`config.mk`:
```
export PLATFORM = sky130hd
export DESIGN_NAME = wb_eth_core_arbiter
export DESIGN_NICKNAME = d
export VERILOG_FILES = /design/src/rtl/wb_eth_core_arbiter.sv
export SDC_FILE = /design/constraint.sdc
export NUM_CORES = 1
export LEC_CHECK = 0
export ABC_AREA = 0
export BUFFER_PORTS_ARGS = -buffer_cell sky130_fd_sc_hd__buf_4
export CORE_AREA = 2 2 123 125
export CTS_BUF_LIST = sky130_fd_sc_hd__clkbuf_4
export DETAILED_ROUTE_END_ITERATION = 10
export DIE_AREA = 0 0 125 127
export PLACE_DENSITY = 0.52
export SETUP_SLACK_MARGIN = 0.15
export SLEW_MARGIN = 20
export SYNTH_ARGS = -nofsm -noshare
export SYNTH_HDL_FRONTEND = slang
export SYNTH_SLANG_ARGS = --single-unit
```
`constraint.sdc`:
```
create_clock -name i_clk -period 2.37 [get_ports i_clk]
set_clock_uncertainty 0.1 [all_clocks]
set_input_delay 0.5925 -clock i_clk [delete_from_list [all_inputs] [get_ports i_clk]]
set_output_delay 0.5925 -clock i_clk [all_outputs]
set_load 0.05 [all_outputs]
```
`src/rtl/wb_eth_core_arbiter.sv`:
```
// wb_eth_core_arbiter: two-master Wishbone arbiter for the shared system-bus slave.
// M0 (ethmac DMA) has priority. A fairness counter lets M1 (core) in after
// ETH_BURST_MAX back-to-back M0 grants while M1 waits.
// Optional macro WB_ARB_TIMEOUT_EN adds a slave-response watchdog that errors
// the owner after TIMEOUT unanswered strobe cycles.
module wb_eth_core_arbiter #(
   parameter int WB_DWIDTH     = 32,
   parameter int WB_SWIDTH     = 4,
   parameter int ETH_BURST_MAX = 4,
   parameter int TIMEOUT       = 255
) (
   input  logic                 i_clk,
   input  logic                 i_rst_n,
   input  logic [31:0]          i_m0_wb_adr,
   input  logic [WB_SWIDTH-1:0] i_m0_wb_sel,
   input  logic                 i_m0_wb_we,
   input  logic [WB_DWIDTH-1:0] i_m0_wb_wdat,
   input  logic                 i_m0_wb_cyc,
   input  logic                 i_m0_wb_stb,
   output logic [WB_DWIDTH-1:0] o_m0_wb_rdat,
   output logic                 o_m0_wb_ack,
   output logic                 o_m0_wb_err,
   input  logic [31:0]          i_m1_wb_adr,
   input  logic [WB_SWIDTH-1:0] i_m1_wb_sel,
   input  logic                 i_m1_wb_we,
   input  logic [WB_DWIDTH-1:0] i_m1_wb_wdat,
   input  logic                 i_m1_wb_cyc,
   input  logic                 i_m1_wb_stb,
   output logic [WB_DWIDTH-1:0] o_m1_wb_rdat,
   output logic                 o_m1_wb_ack,
   output logic                 o_m1_wb_err,
   output logic [31:0]          o_s_wb_adr,
   output logic [WB_SWIDTH-1:0] o_s_wb_sel,
   output logic                 o_s_wb_we,
   output logic [WB_DWIDTH-1:0] o_s_wb_wdat,
   output logic                 o_s_wb_cyc,
   output logic                 o_s_wb_stb,
   input  logic [WB_DWIDTH-1:0] i_s_wb_rdat,
   input  logic                 i_s_wb_ack,
   input  logic                 i_s_wb_err,
   output logic [1:0]           o_grant
);

   typedef enum logic [1:0] {IDLE, OWN_M0, OWN_M1} state_t;

   localparam logic [3:0] BURST_MAX = 4'(ETH_BURST_MAX);

   state_t     state_q, state_d;
   logic [3:0] cnt_q, cnt_d;
   logic       m0_req, m1_req;
   logic       to_fire;   // watchdog expires this cycle: err the owner
   logic       to_abort;  // watchdog expired earlier: slave side held idle

   assign m0_req = i_m0_wb_cyc & i_m0_wb_stb;
   assign m1_req = i_m1_wb_cyc & i_m1_wb_stb;

   // Next owner and fairness count; grant is held until the owner drops cyc.
   always_comb begin
      state_d = state_q;
      cnt_d   = cnt_q;
      case (state_q)
         IDLE: begin
            if (m0_req && !(m1_req && cnt_q == BURST_MAX)) begin
               state_d = OWN_M0;
               if (!m1_req)
                  cnt_d = 4'd0;
               else if (cnt_q != BURST_MAX)
                  cnt_d = cnt_q + 4'd1;
            end else if (m1_req) begin
               state_d = OWN_M1;
               cnt_d   = 4'd0;
            end
         end
         OWN_M0: if (!i_m0_wb_cyc) state_d = IDLE;
         OWN_M1: if (!i_m1_wb_cyc) state_d = IDLE;
         default: state_d = IDLE;
      endcase
   end

   // Owner state and fairness count registers.
   always_ff @(posedge i_clk or negedge i_rst_n) begin
      if (!i_rst_n) begin
         state_q <= IDLE;
         cnt_q   <= 4'd0;
      end else begin
         state_q <= state_d;
         cnt_q   <= cnt_d;
      end
   end

`ifdef WB_ARB_TIMEOUT_EN
   localparam int TW = $clog2(TIMEOUT + 1);

   logic [TW-1:0] wait_cnt_q, wait_cnt_d;
   logic          abort_q, abort_d;
   logic          owner_stb;

   // Watchdog: count unanswered owner strobes, fire on the TIMEOUT-th one.
   always_comb begin
      owner_stb = ((state_q == OWN_M0) && i_m0_wb_cyc && i_m0_wb_stb) ||
                  ((state_q == OWN_M1) && i_m1_wb_cyc && i_m1_wb_stb);
      to_fire   = owner_stb && !abort_q && !i_s_wb_ack && !i_s_wb_err &&
                  (wait_cnt_q == TW'(TIMEOUT - 1));
      wait_cnt_d = wait_cnt_q;
      abort_d    = abort_q;
      if (state_q == IDLE || i_s_wb_ack || i_s_wb_err || abort_q || to_fire)
         wait_cnt_d = '0;
      else if (owner_stb)
         wait_cnt_d = wait_cnt_q + TW'(1);
      if (state_d == IDLE)
         abort_d = 1'b0;
      else if (to_fire)
         abort_d = 1'b1;
   end

   // Watchdog registers.
   always_ff @(posedge i_clk or negedge i_rst_n) begin
      if (!i_rst_n) begin
         wait_cnt_q <= '0;
         abort_q    <= 1'b0;
      end else begin
         wait_cnt_q <= wait_cnt_d;
         abort_q    <= abort_d;
      end
   end

   assign to_abort = abort_q;
`else
   // No watchdog in this build; TIMEOUT has no effect.
   logic unused_timeout;
   assign unused_timeout = (TIMEOUT != 0);
   assign to_fire  = 1'b0;
   assign to_abort = 1'b0;
`endif

   assign o_m0_wb_rdat = i_s_wb_rdat;
   assign o_m1_wb_rdat = i_s_wb_rdat;
   assign o_grant      = {state_q == OWN_M1, state_q == OWN_M0};

   // Request mux to the slave and response demux back to the owner only.
   always_comb begin
      o_s_wb_adr  = 32'd0;
      o_s_wb_sel  = '0;
      o_s_wb_we   = 1'b0;
      o_s_wb_wdat = '0;
      o_s_wb_cyc  = 1'b0;
      o_s_wb_stb  = 1'b0;
      o_m0_wb_ack = 1'b0;
      o_m0_wb_err = 1'b0;
      o_m1_wb_ack = 1'b0;
      o_m1_wb_err = 1'b0;
      case (state_q)
         OWN_M0: begin
            o_s_wb_adr  = i_m0_wb_adr;
            o_s_wb_sel  = i_m0_wb_sel;
            o_s_wb_we   = i_m0_wb_we;
            o_s_wb_wdat = i_m0_wb_wdat;
            o_s_wb_cyc  = i_m0_wb_cyc & ~to_abort;
            o_s_wb_stb  = i_m0_wb_stb & ~to_abort;
            // Gating with cyc drops a late ack after the master abandons the cycle.
            o_m0_wb_ack = i_m0_wb_cyc & i_s_wb_ack & ~to_abort;
            o_m0_wb_err = (i_m0_wb_cyc & i_s_wb_err & ~to_abort) | to_fire;
         end
         OWN_M1: begin
            o_s_wb_adr  = i_m1_wb_adr;
            o_s_wb_sel  = i_m1_wb_sel;
            o_s_wb_we   = i_m1_wb_we;
            o_s_wb_wdat = i_m1_wb_wdat;
            o_s_wb_cyc  = i_m1_wb_cyc & ~to_abort;
            o_s_wb_stb  = i_m1_wb_stb & ~to_abort;
            o_m1_wb_ack = i_m1_wb_cyc & i_s_wb_ack & ~to_abort;
            o_m1_wb_err = (i_m1_wb_cyc & i_s_wb_err & ~to_abort) | to_fire;
         end
         default: ;
      endcase
   end

endmodule

```
== After elaboration in Yosys (flattened, before gate mapping) ==
Cells that the tools add are included.

* Add/subtract/negate cells: 1
* Equality and inequality tests: 8
* Multiplexer cells: 19
* Bitwise operators: 6
* Reductions and logical operators: 7

{| class="wikitable"
|+ Operators with widths
! kind !! count
|-
| $pmux 32 s2 || 2
|-
| $mux 4 || 4
|-
| $mux 2 || 4
|-
| $pmux 4 s2 || 1
|-
| $and 1x1->1 || 6
|-
| $pmux 1 s2 || 3
|-
| $pmux 2 s3 || 1
|-
| $reduce_and 3->1 || 2
|-
| $add 4x1->4 const B || 1
|-
| $eq 4x3->1 const B || 1
|-
| $mux 1 || 4
|-
| $ne 2x2->1 const B || 2
|-
| $ne 4x3->1 const B || 1
|-
| $ne 3x2->1 const B || 1
|-
| $ne 3x3->1 const B || 1
|-
| $eq 2x1->1 const B || 1
|-
| $eq 2x2->1 const B || 1
|-
| $logic_and 1x1->1 || 2
|-
| $logic_not 2->1 || 1
|-
| $reduce_bool 2->1 || 1
|-
| $logic_not 1->1 || 1
|}

* Flip-flop bits (word level): 6
* Output and inout bits: 141
* Logic and storage cells: 43

== Longest topological paths before layout ==
Gate-level depths: netlist (run 1).

* Depth in word-level cells: 6
* Depth in mapped cells: 6
* Mapped depth without buffers: 5

== Least setup slack after synthesis (run 1) ==
OpenSTA, ideal clock, no wires.

* Path kind: reg2out
* Start: register state_q[0]
* End: output port o_s_wb_adr[10]
* Arrival time: 2228 ps
* Required time: 1678 ps
* Slack: -550 ps
* Stages on the path, launching flop included: 7
* Buffers on the path: 2
* Cell sequence: dfrtp_1 -> inv_1 -> ha_1 -> clkbuf_1 -> buf_2 -> a22oi_1 -> nor2b_1

* Word-level cells in the longest chain between the ends: 2
* Elaborated cells between the ends (all ways): 3
* Classes of those cells: 2 x eq/ne; 1 x mux

{| class="wikitable"
|+ Ends and longest elaborated chain
! item !! line !! text
|-
| start: declaration || 48 || <nowiki>state_t state_q, state_d;</nowiki>
|-
| start signal: assignment || 86 || <nowiki>state_q <= state_d;</nowiki>
|-
| $eq 2x2->1 || -- ||
|-
| named net o_grant[1] || 41 || <nowiki>output logic [1:0] o_grant</nowiki>
|-
| $pmux 32 s2 || 152 || <nowiki>case (state_q)</nowiki>
|-
| end: declaration || 32 || <nowiki>output logic [31:0] o_s_wb_adr,</nowiki>
|}

The timed path passes the listed nets, and every way through them passes these cells.

== Final worst setup path (run 1) ==
* Start: register state_q[1]
* End: output port o_s_wb_adr[19]

* Word-level cells in the longest chain between the ends: 2
* Elaborated cells between the ends (all ways): 3
* Classes of those cells: 2 x eq/ne; 1 x mux

{| class="wikitable"
|+ Ends and longest elaborated chain
! item !! line
|-
| $eq 2x2->1 / $eq 2x1->1 (equally long branches) || 152
|-
| $pmux 32 s2 (*) || 152
|}

Mark *: on every way between the ends. The rest lies on a longest branch, timed or not.

==> flow_summary.yaml, run 1 <==
worst_setup_path:
  cp_data_arrival_time_ns: 1.70
  startpoint: "state_q[1]$_DFFE_PN0P_"
  worstReg2RegEnd: "state_q[1]$_DFFE_PN0P_"
  ff2ff_path_depth: 7
  crit_fanout: 18
  critPathKind: "reg2out"
  cp-start-kind: "register"
  end_kind: "output port"
  endpoint: "o_s_wb_adr[19]"
  r2r-start: "state_q[0]$_DFFE_PN0P_"
  worst_ep_required_time_ns: 1.68
  rrSetupSlack_ns: 0.42
grt:
  track_usage: 0.120
  grt_pass1_wl_mm: 15.4
  grt_max_degree: 40
  grt_antenna_before_repair: 0
  grt_pass1_vias: 2804
  overflow: 0
worst_hold_path:
  hp-class: "in2async"
synth:
  syn-cell-area_mm2: 0.00200
  synth_nets: 458
  ys_seq_area_frac: 0.0752
  syn_inst: 273
  synth_cell_type_count: 24
  yosysWarnings: 0
  synth-seq-cells: 6
  syn_avg_cell_area_um2: 7.31
cts:
  htree_levels: 1
  cts_hold_buf: 0
  cts.reportedPaths.clkPinSlew_ns: 0.05
  cts_buffers: 3
  clock_latency_ns: 0.25
  cts_tree: "built"
  clock_sinks: 6
  clk_path_buf_depth: 2
  clockRootBuffer: "clkbuf_4"
sta:
  worstMarginPinSlew_ns: 0.294
  rsz0062_at_grt: "yes"
  period_minus_slack_ns: 2.39
  drv_slew: 0
  setup_viol: 8
  fin_tns_setup_ns: -0.107
  maxSlewHeadroom: 0.803
  post-route-worst-setup-slack_ns: -0.0218
  fmax_mhz: 418
  min_period_over_period: 1.01
  whs_ns: 0.0458
  hold_viol: 0
floorplan:
  chipWidth_um: 125
  ios: 319
  core_area_mm2: 0.0144
  die_y_um: 127
  die_area_mm2: 0.0159
  start_util: 0.138
  rows: 44
placed_design:
  finalWeightedCongestion: 0.849
  place_ws_ns: 0.0685
  io_buffers: 222
  dpl.cell_count: 603
  dpl.hpwl_mm: 7.60
final_layout:
  antenna_cells: 0
  seq_area_um2: 150
  finalNetCount: 637
  multi_input_area_mm2: 0.00209
  final_cell_mix: "172 x buf_4, 69 x nor2b_4, 52 x a22oi_2"
  fin_util: 0.358
  fillCellCount: 1395
  drive_gt1_frac: 0.887
  area_growth_pct: 159
  stdcell_count: 634
  final_common_cell: "buf_4"
pwr:
  p_leak_nw: 2.18
  vdd_ir_drop_max_mv: 0.391
  power_density_mw_per_mm2: 1170
routing:
  vias: 2715
  wl_per_cell_um: 18.2
  totalWireLength_mm: 11.6
  route.detailed.drc: 0
  first_iter_violations: 39
  dr.pass1.iters: 4
  antenna_left: 0
  routed_via_density: 4.28
run:
  drv_cap: 0
outcome:
  status: "finished, violations left"
  violations: "negative setup slack"
stage by stage:
step                area, µm²  power [mW]
floorplan                2540        3.44
global placement         4020        4.25
detailed placement       4020        4.30
CTS                      4700        5.37
global route             5160        6.32
finish                   5160        6.05
registers in the layout, summed over array words and instances (netlist names):
name     count
cnt_q        4
state_q      2
kinds of logic (layout without fill, tap and decap cells):
kind of cell             count (synthesis)  in the layout  share of synthesized area
multiplexers                             2              2                     0.0107
AND/OR/NAND/NOR                         86             86                      0.268
flip-flops                               6              6                     0.0752
adder cells (fa/ha/maj)                  7              7                     0.0439
buffers and inverters                   92            269                      0.300
AO/OA/AOI/OAI                           80             80                      0.303
final cells by class:
cell class,instances,area share
well taps,184,0.0446
flip-flops and latches,6,0.0291
inverters,5,0.00363
repair buffers,261,0.514
multi-input cells,175,0.404
clock buffers,3,0.00436
where the power goes:
group | switching (mW) | internal (mW)
logic | 2.84 | 2.97
registers | 0.0205 | 0.122
clock network | 0.0366 | 0.0573
worst max-delay path, stage by stage (launching register included):
cell       delay, ns
dfrtp_1         0.39
buf_6           0.13
ha_4            0.20
clkbuf_16       0.21
a22oi_1         0.28
nor2b_4         0.06
buf_4           0.19
cells in the mapped netlist, drive strengths merged:
master	number	area [µm²]
mux2	1	11.3
nor2b	72	450
nand3	1	5.00
nand2	3	11.3
a21o	1	7.51
or2	1	6.26
clkbuf	13	48.8
and2	1	7.51
nor2	2	7.51
a32o	1	10.0
a21oi	2	10.0
and3b	1	8.76
o32ai	2	17.5
nor3	1	10.0
dfrtp	6	150
and3	4	27.5
ha	7	87.6
a22oi	70	526
mux2i	1	10.0
buf	74	531
a22o	4	35.0
inv	5	18.8
layer usage:
layer	global-route usage	share of wire	vias to the layer above	wire [µm]
li1	-	-	1257	-
met1	0.130	0.36	1282	4210
met2	0.235	0.54	136	6280
met3	0.0214	0.063	40	726
met4	0.0412	0.030	0	352
met5	0	0	-	0
repair_timing:
action | 4_1_cts | 5_1_grt
gates resized for setup | 112 | 62
endpoints found under the setup margin | 74 | 73
pin swaps | 7 | 10
setup buffers | 10 | 7
cloned | 4 | 7
worst min-delay path by stage:
stage                     startpoint                    to  slack, ns  cells past startpoint
after global placement       i_rst_n  cnt_q[0]$_DFFE_PN0P_       0.30                      1
after global routing         i_rst_n  cnt_q[0]$_DFFE_PN0P_       0.04                      1
after CTS                    i_rst_n  cnt_q[1]$_DFFE_PN0P_       0.04                      1
final                        i_rst_n  cnt_q[0]$_DFFE_PN0P_       0.05                      1
after detailed placement     i_rst_n  cnt_q[0]$_DFFE_PN0P_       0.31                      1
after floorplan              i_rst_n  cnt_q[0]$_DFFE_PN0P_       0.20                      0
Power figures use the tool's default switching activity.
==> run 2: changes to the inputs <==
clock period = 2.5 ns   (was 2.37 ns; I/O delays follow)
==> flow_summary.yaml, run 2 (same netlist as run 1, synthesis figures left out) <==
sta:
  period_minus_slack_ns: 2.43
  setup_viol: 0
  drv_slew: 0
  fin_tns_setup_ns: 0
  worstMarginPinSlew_ns: 0.329
  maxSlewHeadroom: 0.779
  fmax_mhz: 412
  rsz0062_at_grt: "yes"
  min_period_over_period: 0.971
  hold_viol: 0
floorplan:
  core_area_mm2: 0.0144
  die_y_um: 127
  start_util: 0.138
  ios: 319
  chipWidth_um: 125
  rows: 44
  die_area_mm2: 0.0159
final_layout:
  multi_input_area_mm2: 0.00212
  final_common_cell: "buf_4"
  regMostFlops: "cnt_q"
  fin_area_mm2: 0.00521
  finalNetCount: 634
  final_cell_mix: "174 x buf_4, 69 x nor2b_4, 59 x a22oi_2"
  largest_register_ffs: 4
  antenna_cells: 0
  stdcell_count: 631
  area_growth_pct: 161
  seq_area_um2: 151
  drive_gt1_frac: 0.902
  reg_top3: "cnt_q: 4 flops, state_q: 2 flops"
  fillCellCount: 1431
worst_hold_path:
  hp-class: "in2async"
routing:
  first_iter_violations: 61
  antenna_left: 0
  wl_per_cell_um: 19.9
  dr.pass1.iters: 4
  vias: 2747
  routed_via_density: 4.35
  route.detailed.drc: 0
  totalWireLength_mm: 12.6
worst_setup_path:
  crit_fanout: 7
  path_cells: "buf_6 > ha_4 > buf_12 > buf_16 > a22oi_2 > nor2b_4 > buf_6"
  cpMaxStageDelayCell: "dfrtp_1"
  crit_top_cell: "buf_6"
  critPathMaxStageDelay_ns: 0.40
  end_kind: "output port"
  worst_ep_required_time_ns: 1.77
  cp_data_arrival_time_ns: 1.70
  critPathKind: "reg2out"
  rrSetupSlack_ns: 0.61
  cp-start-kind: "register"
placed_design:
  dpl.cell_count: 598
  placed_cell_area_mm2: 0.00397
  dpl.hpwl_mm: 8.21
  finalWeightedCongestion: 0.886
  io_buffers: 222
cts:
  cts_buffers: 3
  clockRootBuffer: "clkbuf_4"
  cts_hold_buf: 0
  cts_tree: "built"
  cts.reportedPaths.clkPinSlew_ns: 0.05
  clk_path_buf_depth: 2
  htree_levels: 1
  clock_sinks: 6
  clock_latency_ns: 0.24
grt:
  overflow: 0
  track_usage: 0.143
  grt_pass1_vias: 3017
  grt_antenna_before_repair: 0
  grt_pass1_wl_mm: 17.7
  grt_max_degree: 38
outcome:
  status: "finished clean"
pwr:
  p_leak_nw: 2.19
  vdd_ir_drop_max_mv: 0.392
  power_density_mw_per_mm2: 1110
run:
  drv_cap: 0
[run 2: through the flow]
stage / hold WS (ns) / util / setup slack (ns) / power, mW
after floorplan: 0.229 / - / 0.201 / 3.26
after global placement: 0.337 / 0.275 / 0.131 / 4.02
after detailed placement: 0.337 / 0.275 / 0.115 / 4.07
after CTS: 0.0707 / 0.347 / 0.0368 / 5.55
after global routing: 0.0722 / 0.361 / 0.000915 / 6.05
final: 0.0792 / 0.361 / 0.0715 / 5.77
[run 2: final timing paths]
check                           cells after the start                    from                      to
worst max-delay path                                7  state_q[0]$_DFFE_PN0P_         o_s_wb_wdat[28]
worst min-delay path                                1                 i_rst_n    cnt_q[0]$_DFFE_PN0P_
worst max register to register                      7  state_q[0]$_DFFE_PN0P_  state_q[0]$_DFFE_PN0P_
worst min register to register                      1    cnt_q[3]$_DFFE_PN0P_    cnt_q[3]$_DFFE_PN0P_
max in group asynchronous                           1                 i_rst_n  state_q[1]$_DFFE_PN0P_
min in group i_clk                                  1    cnt_q[3]$_DFFE_PN0P_    cnt_q[3]$_DFFE_PN0P_
[run 2: per-layer routing]
metal,vias up,track usage,wire [µm]
met5,-,0,0
met1,1299,0.140,4140
li1,1260,-,-
met4,0,0.0484,320
met2,143,0.301,7280
met3,45,0.0214,815
[run 2: what timing repair did]
action,in CTS,in global routing
cloned,12,5
gates resized for setup,132,22
endpoints found under the setup margin,73,74
setup buffers,13,0
endpoints found under the hold margin,0,0
pin swaps,26,16
[run 2: final cells by class]
type,count,area share
Sequential cell,6,0.0290
Tap cell,184,0.0442
Multi-Input combinational cell,175,0.406
Inverter,5,0.00408
Clock buffer,3,0.00432
Timing Repair Buffer,258,0.513
[run 2: worst max-delay path, delay by kind of cell (launching register included)]
family	cells	cell delay [ns]
AO/OA/AOI/OAI	1	0.23
AND/OR/NAND/NOR	1	0.06
flip-flops	1	0.40
buffers and inverters	4	0.56
adder cells (fa/ha/maj)	1	0.19
[run 2: report_power, final]
group | total, mW | leakage, nW | internal (mW) | switching (mW)
Combinational | 5.54 | 2.10 | 2.81 | 2.73
Sequential | 0.142 | 0.0800 | 0.117 | 0.0254
Clock | 0.0880 | 0.0138 | 0.0542 | 0.0338
==> run 3: changes to the inputs <==
--- a/config.mk
+++ b/config.mk
@@ -8,3 +8,3 @@
 export ABC_AREA = 0
-export BUFFER_PORTS_ARGS = -buffer_cell sky130_fd_sc_hd__buf_4
+export BUFFER_PORTS_ARGS = -buffer_cell sky130_fd_sc_hd__buf_2
 export CORE_AREA = 2 2 123 125
==> constraint.sdc (replaced) <==
create_clock -name i_clk -period 2.5 [get_ports i_clk]
set_clock_uncertainty 0.1 [all_clocks]
set_input_delay 0.375 -clock i_clk [delete_from_list [all_inputs] [get_ports i_clk]]
set_output_delay 0.375 -clock i_clk [all_outputs]
set_load 0.05 [all_outputs]
==> flow_summary.yaml, run 3 (same netlist as run 1, synthesis figures left out) <==
final_layout:
  largest_register_ffs: 4
  antenna_cells: 0
  reg_top3: "cnt_q: 4 flops, state_q: 2 flops"
  final_cell_mix: "158 x buf_2, 67 x nor2b_4, 64 x a22oi_1"
  regMostFlops: "cnt_q"
  final_common_cell: "buf_2"
  area_growth_pct: 85.6
  seq_area_um2: 150
  multi_input_area_mm2: 0.00182
  fillCellCount: 1563
  finalNetCount: 608
  drive_gt1_frac: 0.758
pwr:
  power_density_mw_per_mm2: 1120
  vdd_ir_drop_max_mv: 0.345
  p_leak_nw: 1.70
  finalPower_mw: 4.16
floorplan:
  chipWidth_um: 125
  rows: 44
  die_area_mm2: 0.0159
  ios: 319
  core_area_mm2: 0.0144
  die_y_um: 127
  start_util: 0.138
sta:
  rsz0062_at_grt: "no"
  fin_tns_setup_ns: 0
  worstMarginPinSlew_ns: 0.351
  setup_viol: 0
  fmax_mhz: 435
  min_period_over_period: 0.919
  drv_slew: 0
  hold_viol: 0
  maxSlewHeadroom: 0.766
  period_minus_slack_ns: 2.30
worst_setup_path:
  rrSetupSlack_ns: 0.77
  critPathMaxStageDelay_ns: 0.42
  cp_data_arrival_time_ns: 1.82
  worstReg2RegEnd: "state_q[0]$_DFFE_PN0P_"
  crit_buf_inv: 3
  r2r-start: "state_q[0]$_DFFE_PN0P_"
  worst_ep_required_time_ns: 2.03
  end_kind: "output port"
  ff2ff_path_depth: 5
  cpMaxStageDelayCell: "dfrtp_1"
  path_cells: "inv_2 > ha_4 > buf_4 > a22oi_1 > nor2b_4 > clkbuf_4"
  startpoint: "state_q[0]$_DFFE_PN0P_"
  cp-start-kind: "register"
  critical_path.top_delay_family: "buffers and inverters"
  critPathKind: "reg2out"
  crit_fanout: 14
routing:
  vias: 2559
  first_iter_violations: 109
  antenna_left: 0
  route.detailed.drc: 0
  wl_per_cell_um: 16.3
  totalWireLength_mm: 9.83
  dr.pass1.iters: 5
  routed_via_density: 4.23
grt:
  grt_pass1_vias: 2454
  track_usage: 0.0984
  overflow: 0
  grt_max_degree: 72
  grt_antenna_before_repair: 0
  grt_pass1_wl_mm: 12.9
worst_hold_path:
  hp-class: "in2async"
outcome:
  status: "finished clean"
cts:
  cts_tree: "built"
  clock_latency_ns: 0.25
  clock_sinks: 6
  cts_buffers: 3
  postCtsSetupBuffers: 0
  clockRootBuffer: "clkbuf_4"
  htree_levels: 1
  clk_path_buf_depth: 2
  cts.reportedPaths.clkPinSlew_ns: 0.05
placed_design:
  finalWeightedCongestion: 0.861
  io_buffers: 222
  dpl.hpwl_mm: 7.22
run:
  drv_cap: 0
## run 3: cell count changes in the layout (fill, tap and decap cells not counted), sizes merged
cell         previous run  this run
buf                   253       170
clkbuf                  8        64
dlygate4sd3             0         1
## run 3: stage by stage
step	setup WS, ns	std cells	area [µm²]	util	hold slack, ns
6_report	0.203	605	3710	0.257	0.389
5_1_grt	0.142	605	3710	0.257	0.391
4_1_cts	0.143	601	3400	0.236	0.381
3_5_place_dp	0.384	597	3350	0.232	0.114
3_3_place_gp	0.425	597	3350	0.232	0.111
2_1_floorplan	0.0436	273	2500	-	-0.0206
## run 3: layer usage
metal | wire, µm | track usage | vias up
li1 | - | - | 1201
met1 | 3590 | 0.108 | 1185
met2 | 5370 | 0.191 | 156
met3 | 783 | 0.0218 | 17
met4 | 89 | 0.0255 | 0
met5 | 0 | 0 | -
## run 3: layout make-up
class / instances / area share
Timing Repair Buffer: 232 / 0.394
Clock buffer: 3 / 0.00608
Inverter: 5 / 0.00506
Multi-Input combinational cell: 175 / 0.492
Sequential cell: 6 / 0.0405
Tap cell: 184 / 0.0621
## run 3: report_power, final
part | switching (mW) | internal, mW | leakage (nW)
Clock | 0.0381 | 0.0545 | 0.0138
Combinational | 2.26 | 1.67 | 1.61
Sequential | 0.0254 | 0.116 | 0.0814
## run 3: how the worst max path moves through the flow
stage,end,slack (ns),cells past startpoint
2_1_floorplan,o_s_wb_adr[10],0.04,6
3_3_place_gp,o_s_wb_wdat[20],0.43,6
3_5_place_dp,o_s_wb_wdat[20],0.38,6
4_1_cts,o_s_wb_wdat[25],0.14,5
5_1_grt,o_s_wb_wdat[22],0.14,6
6_report,o_s_wb_wdat[22],0.20,6
## run 3: what timing repair did
| action | CTS | global route |
|---|---|---|
| endpoints found under the hold margin | 6 | 0 |
| resized for setup | 7 | 69 |
| endpoints found under the setup margin | 12 | 71 |
| gates cloned | 0 | 4 |
| hold buffers | 1 | 0 |
